## src/rtl/if_stage.sv

```systemverilog
// if_stage: instruction-fetch stage of the five-stage MIPS pipeline.
// Owns the PC and fetches over a req/ack handshake (at most one request in
// flight). One fetched word can be parked in a skid buffer while decode
// stalls. Branch/jump redirects from decode honour the MIPS delay slot.
//
// Ports:
//   clk, rst          clock, asynchronous active-low reset
//   stall             decode hazard hold; IF/ID register holds while 1
//   Branch/BranchAddr redirect request and target from decode
//   imem_req/addr     fetch request and address (stable while req=1)
//   imem_ack/rdata    transfer completion and instruction word
//   D_IR/D_NPC        IF/ID register: instruction (0 = bubble) and addr+4
//   D_valid           IF/ID holds a real instruction
module if_stage #(
  parameter logic [31:0] RESET_PC = 32'h0000_3000
) (
  input  logic        clk,
  input  logic        rst,
  input  logic        stall,
  input  logic        Branch,
  input  logic [31:0] BranchAddr,
  output logic        imem_req,
  output logic [31:0] imem_addr,
  input  logic        imem_ack,
  input  logic [31:0] imem_rdata,
  output logic [31:0] D_IR,
  output logic [31:0] D_NPC,
  output logic        D_valid
);

  localparam int unsigned XLEN = 32;

  typedef enum logic [1:0] {
    ST_IDLE = 2'd0,
    ST_REQ  = 2'd1,
    ST_FULL = 2'd2
  } state_t;

  state_t            state;
  logic [XLEN-1:0]   pc;
  logic [XLEN-1:0]   buf_ir;
  logic [XLEN-1:0]   buf_npc;
  logic              redir_v;
  logic [XLEN-1:0]   redir_addr;
  logic              squash;

  logic              xfer_c;
  logic              taken_c;
  logic              case_a_c;
  logic              case_b_c;
  logic [XLEN-1:0]   pc_inc_c;

  // Request and address come straight from the state and PC flops.
  assign imem_req  = (state == ST_REQ);
  assign imem_addr = pc;

  // Transfer, branch-taken and delay-slot position decode.
  assign xfer_c   = (state == ST_REQ) && imem_ack;
  assign taken_c  = D_valid && !stall && Branch;
  assign pc_inc_c = pc + XLEN'(4);
  // Case A: delay slot not yet transferred; case B: delay slot already fetched.
  assign case_a_c = taken_c && (pc == D_NPC);
  assign case_b_c = taken_c && (pc == (D_NPC + XLEN'(4)));

  // Fetch FSM, PC, skid buffer, redirect bookkeeping and IF/ID register.
  always_ff @(posedge clk or negedge rst) begin
    if (!rst) begin
      state      <= ST_IDLE;
      pc         <= RESET_PC;
      buf_ir     <= '0;
      buf_npc    <= '0;
      redir_v    <= 1'b0;
      redir_addr <= '0;
      squash     <= 1'b0;
      D_IR       <= '0;
      D_NPC      <= '0;
      D_valid    <= 1'b0;
    end else begin
      unique case (state)
        ST_IDLE: begin
          state <= ST_REQ;
        end

        ST_REQ: begin
          if (xfer_c) begin
            if (squash || case_b_c) begin
              // Word past the delay slot: discard and jump.
              pc      <= case_b_c ? BranchAddr : redir_addr;
              squash  <= 1'b0;
              redir_v <= 1'b0;
              if (!stall) begin
                D_IR    <= '0;
                D_valid <= 1'b0;
              end
            end else begin
              if (!stall) begin
                D_IR    <= imem_rdata;
                D_NPC   <= pc_inc_c;
                D_valid <= 1'b1;
              end else begin
                buf_ir  <= imem_rdata;
                buf_npc <= pc_inc_c;
                state   <= ST_FULL;
              end
              // Delay slot completing: the next fetch follows any redirect.
              if (case_a_c) begin
                pc <= BranchAddr;
              end else if (redir_v) begin
                pc <= redir_addr;
              end else begin
                pc <= pc_inc_c;
              end
              redir_v <= 1'b0;
            end
          end else begin
            if (!stall) begin
              D_IR    <= '0;
              D_valid <= 1'b0;
            end
            // Request must stay stable, so the redirect is remembered instead.
            if (case_a_c) begin
              redir_v    <= 1'b1;
              redir_addr <= BranchAddr;
            end else if (case_b_c) begin
              squash     <= 1'b1;
              redir_v    <= 1'b1;
              redir_addr <= BranchAddr;
            end
          end
        end

        ST_FULL: begin
          if (!stall) begin
            D_IR    <= buf_ir;
            D_NPC   <= buf_npc;
            D_valid <= 1'b1;
            state   <= ST_REQ;
            // Buffered word is the delay slot; no fetch is in flight.
            if (case_b_c) begin
              pc <= BranchAddr;
            end
          end
        end

        default: begin
          state <= ST_IDLE;
        end
      endcase
    end
  end

endmodule

```

## config.mk

```make
export PLATFORM = sky130hd
export DESIGN_NAME = if_stage
export DESIGN_NICKNAME = d
export VERILOG_FILES = /design/src/rtl/if_stage.sv
export SDC_FILE = /design/constraint.sdc
export NUM_CORES = 1
export LEC_CHECK = 0
export CAP_MARGIN = 15
export CELL_PAD_IN_SITES_DETAIL_PLACEMENT = 0
export CELL_PAD_IN_SITES_GLOBAL_PLACEMENT = 1
export CORE_AREA = 10 10 179 181
export CTS_CLUSTER_DIAMETER = 80
export DETAILED_ROUTE_END_ITERATION = 12
export DIE_AREA = 0 0 189 191
export PLACE_DENSITY_LB_ADDON = 0.1
export SLEW_MARGIN = 0
export SYNTH_ARGS = -nofsm -noshare
export SYNTH_HDL_FRONTEND = slang
export SYNTH_SLANG_ARGS = --single-unit
export TNS_END_PERCENT = 10
```

## constraint.sdc

```tcl
create_clock -name clk -period 3.34 [get_ports clk]
set_clock_uncertainty 0.15 [all_clocks]
set_input_delay 0.668 -clock clk [delete_from_list [all_inputs] [get_ports clk]]
set_output_delay 0.668 -clock clk [all_outputs]
set_load 0.01 [all_outputs]
```

==> impl_metrics.yaml <==
global_routing:
  grt-ovfl-total: 0
  grt_max_degree: 69
  antenna_found_initial: 0
  grt_pass1_vias: 9776
  grt_pass1_wl_um: 56700
  grt_busiest_layer: "met2"
  gr-usage-met2: 0.324
  grt.met1_usage: 0.252
  grt_usage: 0.199
  use_met3: 0.0552
critical_path:
  cp.required_ns: 3.52
  endpoint_kind: "register"
  rr_startpoint: "D_NPC[6]$_DFFE_PN0P_"
  reg2regPathDepth: 13
  cp-start-kind: "primary input"
  cp.arrival_ns: 3.66
  critPathMaxFanout: 13
  worstSetupPathType: "primary input to register"
  r2r_slack_ns: -0.12
  rr_endpoint: "redir_addr[22]$_DFFE_PN0P_"
power_and_ir_drop:
  p_total_uw: 10600
  power.density_mw_per_mm2: 727
  p_leak_uw: 0.00652
  ir_drop_mv: 0.431
die:
  die_x_um: 189
  io_pins: 167
  dieHeight_um: 191
  start_util: 0.373
  rows: 62
  dieArea_mm2: 0.0361
  core_region_area_mm2: 0.0285
synthesis:
  synthFlopType: "dfrtp_1"
  synth_top_area_share: 0.460
  synth.distinct_cells: 57
  syn_nets: 1194
  yosysSeqAreaShare: 0.465
  avgSynthCellArea_um2: 9.47
  async_flop_share: 1.00
  synth_cells: 1120
  synth_top_cell_by_area: "dfrtp_1"
  synth_area_leaders: "dfrtp_1 46%, mux2_2 6.8%, o21ai_0 4.7%"
  netlist_area_mm2: 0.0106
  synth_edf_count: 0
  ys_ff_latch: 197
  synth_warnings: 0
layout:
  mostFrequentLayoutCells: "194 x dfrtp_1, 165 x clkdlybuf4s50_1, 133 x buf_4, 122 x nand2_1, 99 x o21ai_0"
  multi_input_area_mm2: 0.00543
  ff_latch_area_mm2: 0.00493
  fin_nets: 1437
  layout-drive-gt1-share: 0.207
  layout_commonest_cell: "dfrtp_1"
  diodes: 0
  fillerInstances: 2680
  final_util: 0.511
  area_growth_pct: 37.1
timing:
  relSlewSlack: 0.361
  tightest_slew_ns: 0.959
  period_minus_slack_ns: 3.48
  setup_viol: 33
  fmax_mhz: 287
  rsz0062_at_grt: "yes"
  slew_violations: 0
  worst_slack_ns: -0.143
  fin_crit_sh: 1.04
  timing.final.hold_violations: 0
clock_tree:
  numCtsBuffers: 17
  cts_hold_buf: 0
  htree_levels: 4
  clk-insertion-delay-late_ns: 0.44
  root_buffer: "clkbuf_16"
  clock_path_buffers: 2
  cts_sinks: 197
  clk_pin_slew_ns: 0.08
  cts_tree: "yes"
route:
  vias: 9267
  drc_errors: 0
  dr.pass1.iters: 5
  wl_per_cell_um: 20.3
  wl_um: 35700
  ant_nets: 0
  vias_per_cell: 5.27
  drt-initial-drc-count: 482
job:
  drv_cap: 0
min_path:
  hold_class: "primary input to async pin"
outcome:
  status: "finished with violations"
  violations: "setup timing"
place:
  port_buffers: 166
  place_hpwl_um: 25600
  gp_congestion: 0.866
  dp_slack_ns: -0.940
==> Yosys cell counts (all sizes together) (4+ instances only) <==
cell	instances
o22ai	29
nor4b	6
nor3	13
a211oi	9
nor2	83
inv	19
and4	6
o21ai	102
mux2i	9
a2111oi	4
xnor2	28
xor2	46
nand2b	6
a21o	34
dfrtp	195
nand3	29
nand2	123
clkbuf	70
o22a	7
buf	22
and3	8
nand4	19
mux2	65
a31oi	4
ha	5
nor4	17
a22o	56
a21oi	76
==> through the flow <==
stage          instances  setup TNS, ns  hold slack [ns]  area [um^2]
3_3_place_gp        1722         -92.23            0.312        13700
4_1_cts             1756          -2.98            0.110        14400
2_1_floorplan       1120              0            0.222        10700
6_report            1759          -3.79           0.0975        14500
3_5_place_dp        1722        -111.20            0.321        13700
5_1_grt             1759         -23.48            0.126        14500
==> critical path, cell delays in order <==
cell and delay [ns]:
clkdlybuf4s50_1 0.45, nand2_1 0.09, nor4_4 0.31, buf_4 0.16, nand4b_1 0.19, nor3_2 0.23, nand4_1 0.13, or4b_4 0.59
a21oi_4 0.17, buf_12 0.14, buf_12 0.15, mux2_2 0.34
==> worst max path at each step <==
stage	start	endpoint	slack, ns	cells after the start
finish	Branch	redir_addr[22]$_DFFE_PN0P_	-0.14	12
global route	D_NPC[2]$_DFFE_PN0P_	redir_addr[12]$_DFFE_PN0P_	-0.33	14
CTS	D_NPC[2]$_DFFE_PN0P_	redir_addr[12]$_DFFE_PN0P_	-0.09	12
detailed placement	Branch	D_NPC[13]$_DFFE_PN0P_	-0.94	12
global placement	Branch	redir_addr[12]$_DFFE_PN0P_	-0.80	11
floorplan	D_NPC[3]$_DFFE_PN0P_	redir_addr[21]$_DFFE_PN0P_	0.03	11
==> per-layer routing <==
metal | part of all wire | routed length [um]
met5 | 0 | 0
met3 | 0.067 | 2380
met4 | 0.016 | 563
met1 | 0.45 | 16000
met2 | 0.47 | 16800
==> registers in the layout, indices dropped and copies added (netlist names), named ones only <==
register    cells
buf_ir         32
redir_v         1
squash          1
imem_addr      32
D_NPC          32
state           2
D_IR           32
redir_addr     32
buf_npc        32
==> layout make-up <==
cell class,instances,area share
Clock inverter,14,0.0130
Inverter,19,0.00491
Multi-Input combinational cell,812,0.373
Tap cell,384,0.0331
Clock buffer,17,0.0293
Timing Repair Buffer,316,0.207
Sequential cell,197,0.339
==> timing repair <==
item	in CTS	in global routing
setup endpoints to repair	132	131
gates resized for setup	11	18
pin swaps	4	3
setup buffers	2	3
gates cloned	1	0
==> cells by family after synthesis <==
| family | count (synthesis) | synth area share |
|---|---|---|
| fa+ha+maj | 5 | 0.00590 |
| flops | 197 | 0.465 |
| simple gates | 326 | 0.146 |
| compound gates | 333 | 0.200 |
| xor+xnor | 74 | 0.0611 |
| buf+inv | 111 | 0.0444 |
| mux | 74 | 0.0775 |
==> power by group <==
part | switching (uW) | total, uW | internal, uW
Clock | 1080 | 2160 | 1080
Combinational | 2590 | 4950 | 2370
Sequential | 417 | 3460 | 3040
No activity file was read; power rests on OpenSTA's default activity.
